File: config.mk
export PLATFORM = sky130hd
export DESIGN_NAME = volume_meter_multi
export DESIGN_NICKNAME = d
export VERILOG_FILES = /design/src/rtl/volume_meter_pkg.sv /design/src/rtl/volume_meter_multi_channel.sv /design/src/rtl/volume_meter_multi.sv
export SDC_FILE = /design/constraint.sdc
export NUM_CORES = 1
export LEC_CHECK = 0
export ABC_AREA = 1
export BUFFER_PORTS_ARGS = -buffer_cell sky130_fd_sc_hd__buf_4
export CORE_MARGIN = 4
export CORE_UTILIZATION = 35
export CTS_CLUSTER_DIAMETER = 80
export DETAILED_ROUTE_END_ITERATION = 8
export PLACE_DENSITY_LB_ADDON = 0.1
export SLEW_MARGIN = 20
export SYNTH_ARGS = -nofsm -noshare
export SYNTH_HDL_FRONTEND = slang
export SYNTH_SLANG_ARGS = --single-unit
File: constraint.sdc
create_clock -name clk -period 4.1 [get_ports clk]
set_input_delay 0 -clock clk [delete_from_list [all_inputs] [get_ports clk]]
set_output_delay 0 -clock clk [all_outputs]
set_load 0.02 [all_outputs]
File: src/rtl/volume_meter_pkg.sv
// Shared constants for the multi-channel OLED volume meter: display geometry,
// RGB565 palette, colour-band type and border-width decode.
package volume_meter_pkg;

    localparam int OLED_W    = 96;
    localparam int OLED_H    = 64;
    localparam int SEG_PITCH = 4;

    localparam logic [15:0] C_BLACK    = 16'h0000;
    localparam logic [15:0] C_WHITE    = 16'hFFFF;
    localparam logic [15:0] C_GREEN    = 16'h07E0;
    localparam logic [15:0] C_YELLOW   = 16'hFFE0;
    localparam logic [15:0] C_RED      = 16'hF800;
    localparam logic [15:0] C_INV_LOW  = 16'h7CDF;
    localparam logic [15:0] C_INV_MID  = 16'hC3FF;
    localparam logic [15:0] C_INV_HIGH = 16'hFBFA;

    typedef enum logic [1:0] {
        BAND_LOW  = 2'd0,
        BAND_MID  = 2'd1,
        BAND_HIGH = 2'd2
    } band_e;

    // mode[1] enables the border, mode[0] selects the thick variant
    function automatic logic [7:0] border_width(input logic [1:0] mode);
        logic [7:0] w;
        case (mode)
            2'b10:   w = 8'd1;
            2'b11:   w = 8'd3;
            default: w = 8'd0;
        endcase
        return w;
    endfunction

endpackage

File: src/rtl/volume_meter_multi_channel.sv
// meter_channel: per-channel level smoothing (instant attack, timed decay) and,
// when VOLUME_METER_PEAK_HOLD_EN is defined, a held/decaying peak level.
module meter_channel #(
    parameter int LEVEL_W      = 4,
    parameter int DECAY_FRAMES = 4,
    parameter int PEAK_HOLD    = 30
) (
    input  logic               clk,
    input  logic               rst_n,
    input  logic               frame_tick,
    input  logic [LEVEL_W-1:0] raw,
    output logic [LEVEL_W-1:0] disp_lvl,
    output logic [LEVEL_W-1:0] peak_lvl
);
    localparam int                 DCW        = (DECAY_FRAMES > 1) ? $clog2(DECAY_FRAMES) : 1;
    localparam logic [DCW-1:0]     DECAY_LAST = DCW'(DECAY_FRAMES - 1);
    localparam logic [DCW-1:0]     ONE_D      = DCW'(1);
    localparam logic [LEVEL_W-1:0] ONE_L      = LEVEL_W'(1);

    logic [LEVEL_W-1:0] disp_r;
    logic [DCW-1:0]     decay_cnt_r;

    // Displayed level: jump up to raw, otherwise step down once per DECAY_FRAMES frames
    always_ff @(posedge clk) begin
        if (!rst_n) begin
            disp_r      <= '0;
            decay_cnt_r <= '0;
        end else if (frame_tick) begin
            if (raw > disp_r) begin
                disp_r      <= raw;
                decay_cnt_r <= '0;
            end else if (decay_cnt_r == DECAY_LAST) begin
                decay_cnt_r <= '0;
                if (disp_r != '0) begin
                    disp_r <= disp_r - ONE_L;
                end
            end else begin
                decay_cnt_r <= decay_cnt_r + ONE_D;
            end
        end
    end

    assign disp_lvl = disp_r;

`ifdef VOLUME_METER_PEAK_HOLD_EN
    localparam int            HW     = $clog2(PEAK_HOLD + 1);
    localparam logic [HW-1:0] HOLD_V = HW'(PEAK_HOLD);
    localparam logic [HW-1:0] ONE_H  = HW'(1);

    logic [LEVEL_W-1:0] peak_r;
    logic [HW-1:0]      hold_r;

    // Peak follows raw upward, holds, then sinks one segment per frame towards disp
    always_ff @(posedge clk) begin
        if (!rst_n) begin
            peak_r <= '0;
            hold_r <= '0;
        end else if (frame_tick) begin
            if (raw >= peak_r) begin
                peak_r <= raw;
                hold_r <= HOLD_V;
            end else if (hold_r != '0) begin
                hold_r <= hold_r - ONE_H;
            end else if (peak_r > disp_r) begin
                peak_r <= peak_r - ONE_L;
            end
        end
    end

    assign peak_lvl = peak_r;
`else
    assign peak_lvl = '0;
`endif

endmodule

File: src/rtl/volume_meter_multi.sv
// Multi-channel OLED volume meter: movable bar positions, pixel compositor and
// registered RGB565 output. Peak marker built only with VOLUME_METER_PEAK_HOLD_EN.
module volume_meter_multi
    import volume_meter_pkg::*;
#(
    parameter int NUM_CH       = 2,
    parameter int LEVEL_W      = 4,
    parameter int BAR_W        = 10,
    parameter int STEP         = 5,
    parameter int X0           = 43,
    parameter int CH_SPACING   = 14,
    parameter int LOW_MAX      = 4,
    parameter int MID_MAX      = 10,
    parameter int DECAY_FRAMES = 4,
    parameter int PEAK_HOLD    = 30
) (
    input  logic                      clk,
    input  logic                      rst_n,
    input  logic                      frame_tick,
    input  logic [NUM_CH*LEVEL_W-1:0] mic_level,
    input  logic [6:0]                x,
    input  logic [5:0]                y,
    input  logic                      btn_l,
    input  logic                      btn_r,
    input  logic [1:0]                sel_ch,
    input  logic                      move_en,
    input  logic                      recentre,
    input  logic [1:0]                border_mode,
    input  logic                      invert,
    input  logic                      blank,
    output logic [15:0]               colour
);
    localparam logic [7:0] STEP_8    = 8'(STEP);
    localparam logic [7:0] BAR_W_8   = 8'(BAR_W);
    localparam logic [7:0] LOW_MAX_8 = 8'(LOW_MAX);
    localparam logic [7:0] MID_MAX_8 = 8'(MID_MAX);
    localparam logic [7:0] SEG_MAX_8 = 8'(2**LEVEL_W - 1);
    localparam logic [7:0] X_LAST_8  = 8'(OLED_W - 1);
    localparam logic [7:0] Y_LAST_8  = 8'(OLED_H - 1);

    logic [LEVEL_W-1:0] disp_s [NUM_CH];
    logic [LEVEL_W-1:0] peak_s [NUM_CH];
    logic [7:0]         pos_r  [NUM_CH];
    logic [7:0]         bw_s;

    for (genvar g = 0; g < NUM_CH; g++) begin : g_ch
        meter_channel #(
            .LEVEL_W      (LEVEL_W),
            .DECAY_FRAMES (DECAY_FRAMES),
            .PEAK_HOLD    (PEAK_HOLD)
        ) u_ch (
            .clk        (clk),
            .rst_n      (rst_n),
            .frame_tick (frame_tick),
            .raw        (mic_level[g*LEVEL_W +: LEVEL_W]),
            .disp_lvl   (disp_s[g]),
            .peak_lvl   (peak_s[g])
        );
    end

    assign bw_s = border_width(border_mode);

    // Bar X positions; a move is dropped whenever it would push the bar into the border
    always_ff @(posedge clk) begin
        for (int i = 0; i < NUM_CH; i++) begin
            if (!rst_n || recentre) begin
                pos_r[i] <= 8'(X0 + i * CH_SPACING);
            end else if (move_en && (sel_ch == 2'(i)) && (btn_l != btn_r)) begin
                if (btn_l && (pos_r[i] > bw_s + STEP_8)) begin
                    pos_r[i] <= pos_r[i] - STEP_8;
                end else if (btn_r && (pos_r[i] + bw_s + BAR_W_8 + STEP_8 <= X_LAST_8)) begin
                    pos_r[i] <= pos_r[i] + STEP_8;
                end
            end
        end
    end

    logic [7:0]        x8_s, y8_s, seg_s;
    logic [6:0]        dist_s;
    logic              seg_ok_s, border_s;
    logic [15:0]       seg_col_s, bg_s, fg_s, bar_s, pix_s;
    logic [NUM_CH-1:0] cover_s;
    logic [15:0]       ch_pix_s [NUM_CH];
    band_e             band_s;

    // Pixel compositor; segment k spans rows H-2-4k..H-4k, row H-3-4k is the gap
    always_comb begin
        x8_s     = {1'b0, x};
        y8_s     = {2'b00, y};
        dist_s   = 7'(OLED_H) - {1'b0, y};
        seg_s    = {3'b000, dist_s[6:2]};
        seg_ok_s = (dist_s[1:0] != 2'b11) && (seg_s != 8'd0) && (seg_s <= SEG_MAX_8);
        border_s = (x8_s < bw_s) || (x8_s > X_LAST_8 - bw_s) ||
                   (y8_s < bw_s) || (y8_s > Y_LAST_8 - bw_s);
        bg_s     = invert ? C_WHITE : C_BLACK;
        fg_s     = invert ? C_BLACK : C_WHITE;

        if (seg_s <= LOW_MAX_8) begin
            band_s = BAND_LOW;
        end else if (seg_s <= MID_MAX_8) begin
            band_s = BAND_MID;
        end else begin
            band_s = BAND_HIGH;
        end

        case (band_s)
            BAND_LOW: seg_col_s = invert ? C_INV_LOW : C_GREEN;
            BAND_MID: seg_col_s = invert ? C_INV_MID : C_YELLOW;
            default:  seg_col_s = invert ? C_INV_HIGH : C_RED;
        endcase

        for (int i = 0; i < NUM_CH; i++) begin
            cover_s[i]  = (x8_s >= pos_r[i]) && (x8_s < pos_r[i] + BAR_W_8);
            ch_pix_s[i] = (seg_ok_s && (seg_s <= 8'(disp_s[i]))) ? seg_col_s :
                          (seg_ok_s && (peak_s[i] != '0) && (seg_s == 8'(peak_s[i]))) ? fg_s :
                          bg_s;
        end

        // Walk downwards so the lowest covering channel is written last and wins
        bar_s = bg_s;
        for (int i = NUM_CH - 1; i >= 0; i--) begin
            bar_s = cover_s[i] ? ch_pix_s[i] : bar_s;
        end

        if (border_s) begin
            pix_s = fg_s;
        end else if (blank) begin
            pix_s = bg_s;
        end else begin
            pix_s = bar_s;
        end
    end

    // Registered pixel output
    always_ff @(posedge clk) begin
        if (!rst_n) begin
            colour <= 16'h0000;
        end else begin
            colour <= pix_s;
        end
    end

endmodule

==> flow_metrics.env <==
export IMPL_overflow=0
export IMPL_fin_crit_ps=3470
export IMPL_synth_mux_area_share_pct=0.912
export IMPL_worstMarginPinSlew_ps=411
export IMPL_crit_cells=22
export IMPL_async_reset_ff_share_pct=0
export IMPL_synth_fa_ha_area_share_pct=26.2
export IMPL_cp_endpoint="pos_r[1][7]"
export IMPL_period_share_pct=84.6
export IMPL_critPathCaptureType="register"
export IMPL_detail_route_antenna_nets=0
export IMPL_synth_top_area_share_pct=24.9
export IMPL_yosys_area_share_xor_xnor_pct=5.63
export IMPL_slew_headroom_pct=72.5
export IMPL_path_clk_slew_ps=60
export IMPL_wl_per_cell_microns=13.0
export IMPL_syn_area_sq_um=4670
export IMPL_synthSimpleGateAreaFrac_pct=23.7
export IMPL_fmax_mhz=288
export IMPL_drive_gt1_share_pct=13.1
export IMPL_drc=0
export IMPL_initial_core_util_pct=36.4
export IMPL_drtIter0Drc=180
export IMPL_cpMostUsedCell="nand2_1"
export IMPL_place_congestion=0.827
export IMPL_postCtsResizedCells=0
export IMPL_crit_path_start_kind="register"
export IMPL_hpwl_mm=9.42
export IMPL_ys_types=44
export IMPL_dieArea_sq_um=15200
export IMPL_routed_wl_mm=11.3
export IMPL_power_leakage_nw=2.70
export IMPL_arrival_ps=3520
export IMPL_vdd_ir_drop_max_mv=0.139
export IMPL_grt_pass1_wl_mm=19.1
export IMPL_finClkSkew_ps=9.36
export IMPL_ys_warn_count=0
export IMPL_ys_seq_elements=36
export IMPL_cp_startpoint="pos_r[1][0]"
export IMPL_grt_use_total_pct=15.6
export IMPL_reg2reg_setup_slack_ps=630
export IMPL_grt_setup_unrepaired="false"
export IMPL_critPathTopFamily="adder cells"
export IMPL_hold_class="in2reg"
export IMPL_r2r_cells=22
export IMPL_post_route_util_pct=41.6
export IMPL_setup_viol=0
export IMPL_synth_compound_area_share_pct=14.5
export IMPL_drt_first_pass_iters=6
export IMPL_die_x_microns=123
export IMPL_netlist_top_cells_area="ha_1 25%, nand2_1 11%, edfxtp_1 10%"
export IMPL_ctsRootBufferMaster="clkbuf_16"
export IMPL_drv_slew=0
export IMPL_hold_viol=0
export IMPL_crit_type="reg2reg"
export IMPL_grt_max_degree=15
export IMPL_io_pins=50
export IMPL_chipHeight_microns=123
export IMPL_r2r_end="pos_r[1][7]"
export IMPL_core_sq_um=12800
export IMPL_synth_edff_count=16
export IMPL_crit_buf_inv=3
export IMPL_clock_path_buffers=2
export IMPL_first_global_vias=4052
export IMPL_power_density_nw_per_um2=259
export IMPL_portBuffers=49
export IMPL_diodes=0
export IMPL_vias=4201
export IMPL_synth_cells=649
export IMPL_via_per_inst=4.85
export IMPL_num_rows=41
export IMPL_tns_ps=0
export IMPL_area_growth_synth_to_final_pct=14.4
export IMPL_yosysTopAreaCell="ha_1"
export IMPL_clk_latency_ps=290
export IMPL_tritoncts="yes"
export IMPL_critPathMaxFanout=5
export IMPL_ys_seq_area_share_pct=18.9
export IMPL_status="completed"
export IMPL_syn_num_nets=779
export IMPL_antenna_found_initial=0
export IMPL_cp_slowest_cell="edfxtp_1"
export IMPL_dominantRegCellSynth="dfxtp_1"
export IMPL_worstReg2RegStart="pos_r[1][0]"
export IMPL_final_nets=825
export IMPL_crit_chain="inv_1 > ha_1 > inv_1 > ha_1 > fa_1 > a31oi_1 > nor2_1 > nor2_1 > nor2_1 > nand2_1 > inv_1 > ha_1 > a21oi_1 > nand2_1 > a21oi_1 > o21bai_1 > nand2_1 > nand2_1 > a21oi_1 > nand2_1 > nand2_1 > nor2_1"
export IMPL_numClockSinks=36
export IMPL_cts_made_buffers=5
export IMPL_syn_avg_cell_area_sq_um=7.19
export IMPL_htree_num_levels=2
export IMPL_slowest_delay_ps=490
export IMPL_whs_ps=21.9
export IMPL_synth_top_family_by_area="adder cells"
export IMPL_maxCapViolCount=0
export IMPL_crit_required_ps=4150
[kinds of logic (layout without fill, tap and decap cells)]
logic type / Yosys count / count (layout)
AND/OR/NAND/NOR: 251 / 251
flip-flops: 36 / 36
XOR/XNOR: 30 / 30
AO/OA/AOI/OAI: 116 / 116
multiplexers: 4 / 4
buffers and inverters: 116 / 162
adder cells (fa/ha/maj): 96 / 96
[cell type report]
type / instances / area, sq um
clock buffers: 7 / 153
fillers: 1357 / 7480
inverters: 103 / 387
multi-input cells: 497 / 3310
flip-flops and latches: 36 / 881
well taps: 172 / 215
repair buffers: 52 / 393
[flip-flops by register name, summed over array words and instances (netlist names)]
signal,count
g_ch.u_ch.disp_lvl,8
pos_r,16
colour,8
g_ch.u_ch.decay_cnt_r,4
[cell usage after synthesis (2+ instances only)]
cell      count
xnor2_1       2
o211ai_1      5
nor2_4        3
dfxtp_1      20
inv_1        94
nand3_1      42
edfxtp_1     16
nor2_1       40
o31ai_1       2
o21ai_2       2
ha_1         93
xor2_1       28
a21oi_2       4
a21oi_1      47
fa_1          3
o22ai_1       5
nor4_1        2
nand2_2       7
mux2_2        2
nand4_1       7
mux2i_1       2
nand2_1     133
o21ai_1       7
nand3b_1      2
a22oi_1       2
a21o_1        2
buf_4        10
o21bai_1      2
inv_2         8
nand3_2       3
o21ai_0      30
nor3_1        7
clkbuf_1      2
a31oi_1       3
and2_1        3
[what timing repair did]
item | CTS | global route
hold buffers | 1 | 0
buffers inserted | 0 | 0
endpoints found under the hold margin | 3 | 0
setup endpoints to repair | 0 | 0
[layout by cell type, fill, tap and decap left out, drive strengths merged]
| cell | n |
|---|---|
| xnor2 | 2 |
| nor4 | 2 |
| clkinv | 1 |
| nand3b | 2 |
| a22oi | 2 |
| a21oi | 51 |
| dlygate4sd3 | 1 |
| nand4 | 7 |
| or2 | 1 |
| a32oi | 1 |
| edfxtp | 16 |
| inv | 102 |
| a21o | 2 |
| fa | 3 |
| clkbuf | 7 |
| o22ai | 5 |
| o21ai | 39 |
| o21bai | 3 |
| mux2 | 2 |
| nor2 | 44 |
| o31ai | 2 |
| buf | 51 |
| nor3 | 7 |
| o21a | 1 |
| nand3 | 45 |
| dfxtp | 20 |
| o211ai | 5 |
| xor2 | 28 |
| a31oi | 4 |
| mux2i | 2 |
| nand2 | 140 |
| ha | 93 |
| o211a | 1 |
| and2 | 3 |
[tightest hold or removal path, cell delays in order]
cell and delay [ps]:
buf_4 90, nor3_1 40, a21oi_1 130
[through the flow]
step                      power [mW]  instances  area [sq um]  setup WS [ps]
final                           1.38        867          5340            630
after global routing            1.49        867          5340            372
after CTS                       1.40        867          5340            639
after detailed placement       0.986        859          5180            651
after global placement         0.974        859          5180            718
after floorplan                0.839        649          4670            592
[routing by layer]
| metal | vias up | GRT usage, % | part of all wire, % |
|---|---|---|---|
| li1 | 2238 | - | - |
| met1 | 1887 | 20.7 | 50 |
| met2 | 66 | 26.1 | 46 |
| met3 | 10 | 2.52 | 3.1 |
| met4 | 0 | 4.36 | 1.4 |
| met5 | - | 0 | 0 |
[worst min path at each step]
stage,startpoint,endpoint,slack (ps),depth (start not counted)
6_report,blank,colour[2],20,3
5_1_grt,blank,colour[2],40,3
4_1_cts,blank,colour[2],1,3
3_5_place_dp,frame_tick,g_ch[0].u_ch.decay_cnt_r[1],240,2
3_3_place_gp,frame_tick,g_ch[1].u_ch.decay_cnt_r[0],230,2
2_1_floorplan,frame_tick,g_ch[0].u_ch.decay_cnt_r[1],90,1
[where the power goes]
part           internal, mW  total [mW]  switching, mW  leakage [nW]
Sequential            0.407       0.430         0.0232         0.315
Clock                 0.255       0.408          0.153        0.0760
Combinational         0.218       0.546          0.328          2.31
Note: power is estimated with default switching activity, not from simulation.
